**config.mk**
```make
export PLATFORM = sky130hd
export DESIGN_NAME = load_store_unit_flat
export DESIGN_NICKNAME = d
export VERILOG_FILES = /design/src/rtl/load_store_unit_if.sv /design/src/rtl/load_store_unit.sv /design/src/flat_wrapper.sv
export SDC_FILE = /design/constraint.sdc
export NUM_CORES = 1
export LEC_CHECK = 0
export ABC_CLOCK_PERIOD_IN_PS = 2870
export BUFFER_PORTS_ARGS = -buffer_cell sky130_fd_sc_hd__buf_2
export CAP_MARGIN = 20
export CORE_ASPECT_RATIO = 0.6
export CORE_UTILIZATION = 25
export DETAILED_ROUTE_END_ITERATION = 7
export PLACE_DENSITY = 0.47
export SLEW_MARGIN = 30
export SYNTH_ARGS = -nofsm -noshare
export SYNTH_HDL_FRONTEND = slang
export SYNTH_SLANG_ARGS = --single-unit
```
**constraint.sdc**
```tcl
create_clock -name clk -period 2.87 [get_ports clk]
set_input_delay 0.287 -clock clk [delete_from_list [all_inputs] [get_ports clk]]
set_output_delay 0.287 -clock clk [all_outputs]
set_load 0.01 [all_outputs]
```
**src/rtl/load_store_unit_if.sv**
```systemverilog
// Core-request, response and data-memory signals of the load/store unit.
// The unit takes the slave modport; the core/memory side takes master.
interface load_store_unit_if #(
    parameter int AW = 6
);
    logic          req_valid;
    logic          req_ready;
    logic          req_we;
    logic [2:0]    req_funct3;
    logic [31:0]   req_addr;
    logic [31:0]   req_wdata;
    logic          rsp_valid;
    logic [31:0]   rsp_rdata;
    logic          rsp_err;
    logic          mem_read;
    logic          mem_write;
    logic [AW-1:0] mem_addr;
    logic [31:0]   mem_wdata;
    logic [31:0]   mem_rdata;

    modport master (
        output req_valid, req_we, req_funct3, req_addr, req_wdata, mem_rdata,
        input  req_ready, rsp_valid, rsp_rdata, rsp_err,
        input  mem_read, mem_write, mem_addr, mem_wdata
    );

    modport slave (
        input  req_valid, req_we, req_funct3, req_addr, req_wdata, mem_rdata,
        output req_ready, rsp_valid, rsp_rdata, rsp_err,
        output mem_read, mem_write, mem_addr, mem_wdata
    );
endinterface

```
**src/rtl/load_store_unit.sv**
```systemverilog
// RISC-V style load/store unit with read-modify-write sub-word stores.
// Define LSU_MISALIGN_TRAP_EN to reject misaligned H/HU/W accesses instead of force-aligning them.
module load_store_unit #(
    parameter int AW = 6,
    parameter int DW = 32
) (
    input logic               clk,
    input logic               rst,
    load_store_unit_if.slave  bus
);
    typedef enum logic [1:0] {
        S_IDLE = 2'd0,
        S_RD   = 2'd1,
        S_WR   = 2'd2,
        S_RESP = 2'd3
    } state_e;

    state_e          state_q, state_d;
    logic            we_q;
    logic [2:0]      funct3_q;
    logic [AW+1:0]   addr_q;
    logic [31:0]     wdata_q;
    logic [31:0]     rdata_q;
    logic            err_q;
    logic            accept_s;
    logic            illegal_s;

    function automatic logic funct3_illegal(input logic we, input logic [2:0] f3);
        logic ill;
        case (f3)
            3'b000, 3'b001, 3'b010: ill = 1'b0;
            3'b100, 3'b101:         ill = we;
            default:                ill = 1'b1;
        endcase
        return ill;
    endfunction

`ifdef LSU_MISALIGN_TRAP_EN
    function automatic logic misaligned(input logic [2:0] f3, input logic [1:0] off);
        logic mis;
        case (f3[1:0])
            2'b01:   mis = off[0];
            2'b10:   mis = (off != 2'b00);
            default: mis = 1'b0;
        endcase
        return mis;
    endfunction
`endif

    // Halfwords use offset bit 1 only, words ignore the offset: this is the force-align rule.
    function automatic logic [31:0] extract(input logic [31:0] word, input logic [2:0] f3,
                                            input logic [1:0] off);
        logic [7:0]  b;
        logic [15:0] h;
        logic [31:0] r;
        b = word[{off, 3'b000} +: 8];
        h = off[1] ? word[31:16] : word[15:0];
        case (f3[1:0])
            2'b00:   r = f3[2] ? {24'd0, b} : {{24{b[7]}}, b};
            2'b01:   r = f3[2] ? {16'd0, h} : {{16{h[15]}}, h};
            default: r = word;
        endcase
        return r;
    endfunction

    function automatic logic [31:0] merge(input logic [31:0] old, input logic [31:0] wd,
                                          input logic [2:0] f3, input logic [1:0] off);
        logic [31:0] r;
        r = old;
        case (f3[1:0])
            2'b00: r[{off, 3'b000} +: 8] = wd[7:0];
            2'b01: begin
                if (off[1]) begin
                    r[31:16] = wd[15:0];
                end else begin
                    r[15:0] = wd[15:0];
                end
            end
            default: r = wd;
        endcase
        return r;
    endfunction

    assign accept_s = bus.req_valid && (state_q == S_IDLE);

    // Request legality check on the live request fields
    always_comb begin
        illegal_s = funct3_illegal(bus.req_we, bus.req_funct3);
`ifdef LSU_MISALIGN_TRAP_EN
        illegal_s = illegal_s | misaligned(bus.req_funct3, bus.req_addr[1:0]);
`endif
    end

    // State register
    always_ff @(posedge clk) begin
        if (rst) begin
            state_q <= S_IDLE;
        end else begin
            state_q <= state_d;
        end
    end

    // Next-state logic
    always_comb begin
        state_d = state_q;
        case (state_q)
            S_IDLE: begin
                if (accept_s) begin
                    if (illegal_s) begin
                        state_d = S_RESP;
                    end else if (bus.req_we && (bus.req_funct3 == 3'b010)) begin
                        state_d = S_WR;
                    end else begin
                        state_d = S_RD;
                    end
                end else begin
                    state_d = S_IDLE;
                end
            end
            S_RD:    state_d = we_q ? S_WR : S_RESP;
            S_WR:    state_d = S_RESP;
            S_RESP:  state_d = S_IDLE;
            default: state_d = S_IDLE;
        endcase
    end

    // Datapath: request latch, RMW merge into the write word, load result capture
    always_ff @(posedge clk) begin
        if (rst) begin
            we_q     <= 1'b0;
            funct3_q <= 3'b000;
            addr_q   <= '0;
            wdata_q  <= 32'd0;
            rdata_q  <= 32'd0;
            err_q    <= 1'b0;
        end else begin
            case (state_q)
                S_IDLE: begin
                    if (accept_s) begin
                        we_q     <= bus.req_we;
                        funct3_q <= bus.req_funct3;
                        addr_q   <= bus.req_addr[AW+1:0];
                        wdata_q  <= bus.req_wdata;
                        err_q    <= illegal_s;
                        if (illegal_s) begin
                            rdata_q <= 32'd0;
                        end
                    end
                end
                S_RD: begin
                    if (we_q) begin
                        wdata_q <= merge(bus.mem_rdata, wdata_q, funct3_q, addr_q[1:0]);
                    end else begin
                        rdata_q <= extract(bus.mem_rdata, funct3_q, addr_q[1:0]);
                    end
                end
                S_WR:    rdata_q <= 32'd0;
                default: rdata_q <= rdata_q;
            endcase
        end
    end

    // Output decode; memory strobes are gated by rst so a reset edge never commits a write
    always_comb begin
        bus.req_ready = 1'b0;
        bus.rsp_valid = 1'b0;
        bus.rsp_err   = 1'b0;
        bus.mem_read  = 1'b0;
        bus.mem_write = 1'b0;
        case (state_q)
            S_IDLE:  bus.req_ready = 1'b1;
            S_RD:    bus.mem_read  = ~rst;
            S_WR:    bus.mem_write = ~rst;
            S_RESP: begin
                bus.rsp_valid = 1'b1;
                bus.rsp_err   = err_q;
            end
            default: bus.req_ready = 1'b0;
        endcase
    end

    assign bus.mem_addr  = addr_q[AW+1:2];
    assign bus.mem_wdata = wdata_q;
    assign bus.rsp_rdata = rdata_q;

endmodule

```
**src/flat_wrapper.sv**
```systemverilog
// flat-port wrapper written by rule: the top's interface ports become plain ports
module load_store_unit_flat 
#(
    parameter int AW = 6,
    parameter int DW = 32
)
  (clk, rst, bus_req_valid, bus_req_we, bus_req_funct3, bus_req_addr, bus_req_wdata, bus_mem_rdata, bus_req_ready, bus_rsp_valid, bus_rsp_rdata, bus_rsp_err, bus_mem_read, bus_mem_write, bus_mem_addr, bus_mem_wdata);
  load_store_unit_if #(.AW(AW)) bus_i ();
  input logic clk;
  input logic rst;
  input wire logic [$bits(bus_i.req_valid)-1:0] bus_req_valid;
  input wire logic [$bits(bus_i.req_we)-1:0] bus_req_we;
  input wire logic [$bits(bus_i.req_funct3)-1:0] bus_req_funct3;
  input wire logic [$bits(bus_i.req_addr)-1:0] bus_req_addr;
  input wire logic [$bits(bus_i.req_wdata)-1:0] bus_req_wdata;
  input wire logic [$bits(bus_i.mem_rdata)-1:0] bus_mem_rdata;
  output wire logic [$bits(bus_i.req_ready)-1:0] bus_req_ready;
  output wire logic [$bits(bus_i.rsp_valid)-1:0] bus_rsp_valid;
  output wire logic [$bits(bus_i.rsp_rdata)-1:0] bus_rsp_rdata;
  output wire logic [$bits(bus_i.rsp_err)-1:0] bus_rsp_err;
  output wire logic [$bits(bus_i.mem_read)-1:0] bus_mem_read;
  output wire logic [$bits(bus_i.mem_write)-1:0] bus_mem_write;
  output wire logic [$bits(bus_i.mem_addr)-1:0] bus_mem_addr;
  output wire logic [$bits(bus_i.mem_wdata)-1:0] bus_mem_wdata;
  assign bus_i.req_valid = bus_req_valid;
  assign bus_i.req_we = bus_req_we;
  assign bus_i.req_funct3 = bus_req_funct3;
  assign bus_i.req_addr = bus_req_addr;
  assign bus_i.req_wdata = bus_req_wdata;
  assign bus_i.mem_rdata = bus_mem_rdata;
  assign bus_req_ready = bus_i.req_ready;
  assign bus_rsp_valid = bus_i.rsp_valid;
  assign bus_rsp_rdata = bus_i.rsp_rdata;
  assign bus_rsp_err = bus_i.rsp_err;
  assign bus_mem_read = bus_i.mem_read;
  assign bus_mem_write = bus_i.mem_write;
  assign bus_mem_addr = bus_i.mem_addr;
  assign bus_mem_wdata = bus_i.mem_wdata;
  load_store_unit #(.AW(AW), .DW(DW)) u_core (.clk(clk), .rst(rst), .bus(bus_i));
endmodule
```
==> flow_metrics.tcl <==
set metrics [dict create \
    status "complete, no violations" \
    synthesis.area_um2 4225 \
    dp_cells 813 \
    synth_top_area_cell "dfxtp_1" \
    first_global_vias 3937 \
    start_util_pct 25.77 \
    grt_pass1_wl_um 24570 \
    drt-initial-drc-count 471 \
    setup_tns_ns 0 \
    die_h_um 102.7 \
    fin_crit_sh_pct 82.99 \
    synth_most_common_cell "dfxtp_1" \
    crit_slowest_cell "ha_1" \
    worstSetupStartpointType "flop" \
    syn_avg_cell_area_um2 9.126 \
    worstPathArrival_ns 2.64 \
    via_per_inst 5.225 \
    ctsResizeCount 0 \
    vias 4326 \
    path_clk_slew_ns 0.07 \
    finalWeightedCongestion 0.8404 \
    syn-num-nets 575 \
    stdcell_area_um2 5438 \
    routedWlPerCell_um 20.65 \
    place.port_buffers 153 \
    htree_levels 3 \
    clockBufferDepth 2 \
    routed_wl_um 17100 \
    period_needed_ns 2.382 \
    instances_no_fill 828 \
    fin_util_pct 33.17 \
    synth_edf_count 0 \
    crit_type "reg2reg" \
    dieArea_um2 17440 \
    clk_latency_ns 0.34 \
    numCtsBuffers 9 \
    setup_viol 0 \
    cts_setup_buffers 0 \
    ys_warn_count 0 \
    tightest_slew_ns 0.8125 \
    netlist_top_cells_count "79 x dfxtp_1, 47 x nand2_1, 31 x nand2b_1" \
    cts_num_sinks 79 \
    pin_count 178 \
    hp-class "in2reg" \
    diodes 0 \
    grt_setup_unrepaired "false" \
    hold_viol 0 \
    final_antenna_net_count 0 \
    cp.required_ns 3.13 \
    holdWs_ns 0.1794 \
    yosysTopAreaCellShare_pct 37.43 \
    slew_viol_final 0 \
    post-dp-hpwl_um 13220 \
    worstPathMaxFanout 22 \
    drive_above_1_share_pct 35.33 \
    nets 708 \
    synthDistinctLibCells 60 \
    cts_tree "done" \
    cts-root-buf "clkbuf_16" \
    powerDensity_nw_per_um2 623.7 \
    holdBufCountCts 0 \
    slew_headroom_pct 45.76 \
    cp-end-kind "flop" \
    p_leak_uw 0.002310 \
    drv_cap 0 \
    ys_async_sr_fraction_pct 0 \
    die_w_um 169.8 \
    netlist_instances 463 \
    drc 0 \
    yosysSeqAreaShare_pct 37.43 \
    clock_skew_ns 0.01006 \
    areaGrowthSynthToFinish_pct 28.69 \
    synth_area_leaders "dfxtp_1 37%, nand2b_1 4.6%, nand2_1 4.2%, a22o_1 4.1%, a222oi_1 4.0%" \
    crit_family "compound AO/OA/AOI/OAI gates" \
    post_dp_cell_area_um2 5144 \
    antenna_found_initial 1 \
    row_count 36 \
    peakVddDrop_v 0.0002474 \
    critPathBufInv 2 \
    coreArea_um2 16400 \
    synth_ff_type "dfxtp_1" \
    grt-ovfl-total 0 \
    slowest_delay_ns 0.62 \
    first_pass_iters 6 \
    grt_max_degree 33 \
    ys_seq_elements 79 \
    clock.fmax_mhz 419.8 \
    crit_chain "inv_1, ha_1, nand3b_1, a211oi_4, buf_4, a21oi_1, a311oi_2" \
    grt_usage_pct 19.25 \
]
-- cells by family (layout without fill, tap and decap cells) --
logic type      Yosys count  after routing  synth area share [%]
compound gates          154            154                 30.20
fa+ha+maj                 9              9                 2.665
buf+inv                  54            191                 6.515
flops                    79             79                 37.43
mux                      12             12                 3.228
simple gates            155            155                 19.96
-- worst paths after layout --
kind                                               startpoint                                    to  slack [ns]  depth (start not counted)
worst max-delay path             u_core.state_q[1]$_SDFF_PP0_  u_core.bus.mem_wdata[6]$_SDFFE_PP0P_        0.49                          7
worst min-delay path                          bus_req_addr[3]         u_core.addr_q[3]$_SDFFE_PP0P_        0.18                          3
worst max register to register   u_core.state_q[1]$_SDFF_PP0_  u_core.bus.mem_wdata[6]$_SDFFE_PP0P_        0.49                          7
worst min register to register  u_core.addr_q[5]$_SDFFE_PP0P_         u_core.addr_q[5]$_SDFFE_PP0P_        0.45                          2
-- through the flow --
stage | total power [uW] | setup WS [ns]
floorplan | 1873 | 0.5557
global placement | 2220 | 0.5836
finish | 3392 | 0.4881
detailed placement | 2236 | 0.4971
CTS | 3405 | 0.4852
global route | 3553 | 0.2459
-- flip-flops by register name, summed over array words and instances, names as in the netlist --
| name | cells |
|---|---|
| u_core.we_q | 1 |
| u_core.state_q | 2 |
| u_core.funct3_q | 3 |
| u_core.addr_q | 8 |
| u_core.err_q | 1 |
| u_core.bus.rsp_rdata | 32 |
| u_core.bus.mem_wdata | 32 |
-- power by group --
part	internal (uW)	switching (uW)	total, uW
Sequential	1210	118	1330
Clock	675	494	1170
Combinational	363	527	890
Total	2250	1140	3390
-- metal layers --
layer / part of all wire (%) / global-route usage (%) / up-vias
met2: 39 / 25.32 / 204
met5: 0 / 0 / -
met4: 0.74 / 3.742 / 0
li1: - / - / 2027
met1: 52 / 30.33 / 2080
met3: 8.5 / 4.952 / 15
-- area by class of cell --
| class | count | area, um2 |
|---|---|---|
| Inverter | 9 | 33.78 |
| Fill cell | 1776 | 10960 |
| Tap cell | 228 | 285.3 |
| Timing Repair Buffer | 167 | 870.8 |
| Clock buffer | 9 | 225.2 |
| Clock inverter | 6 | 68.82 |
| Multi-Input combinational cell | 330 | 2372 |
| Sequential cell | 79 | 1582 |
-- tightest hold or removal path, stage by stage --
cell and delay [ns]:
buf_2 0.10, nand2_1 0.05, a21oi_1 0.05
-- cells in the final DEF, fill, tap and decap left out, drive strengths merged, types with 5 or more instances in the layout --
| master | Yosys | layout |
|---|---|---|
| a211oi | 7 | 7 |
| a21oi | 27 | 27 |
| a221o | 10 | 10 |
| a222oi | 17 | 17 |
| a22o | 20 | 20 |
| a22oi | 10 | 10 |
| a311oi | 13 | 13 |
| a32o | 15 | 15 |
| buf | 19 | 167 |
| clkbuf | 26 | 9 |
| dfxtp | 79 | 79 |
| ha | 9 | 9 |
| inv | 9 | 11 |
| mux2 | 7 | 7 |
| mux2i | 5 | 5 |
| nand2 | 47 | 47 |
| nand2b | 32 | 32 |
| nor2 | 21 | 21 |
| nor3 | 9 | 9 |
| o21ai | 9 | 9 |
| o2bb2ai | 6 | 6 |
| or2 | 8 | 8 |
| or3 | 11 | 11 |
Note: power is estimated with default switching activity, not from simulation.
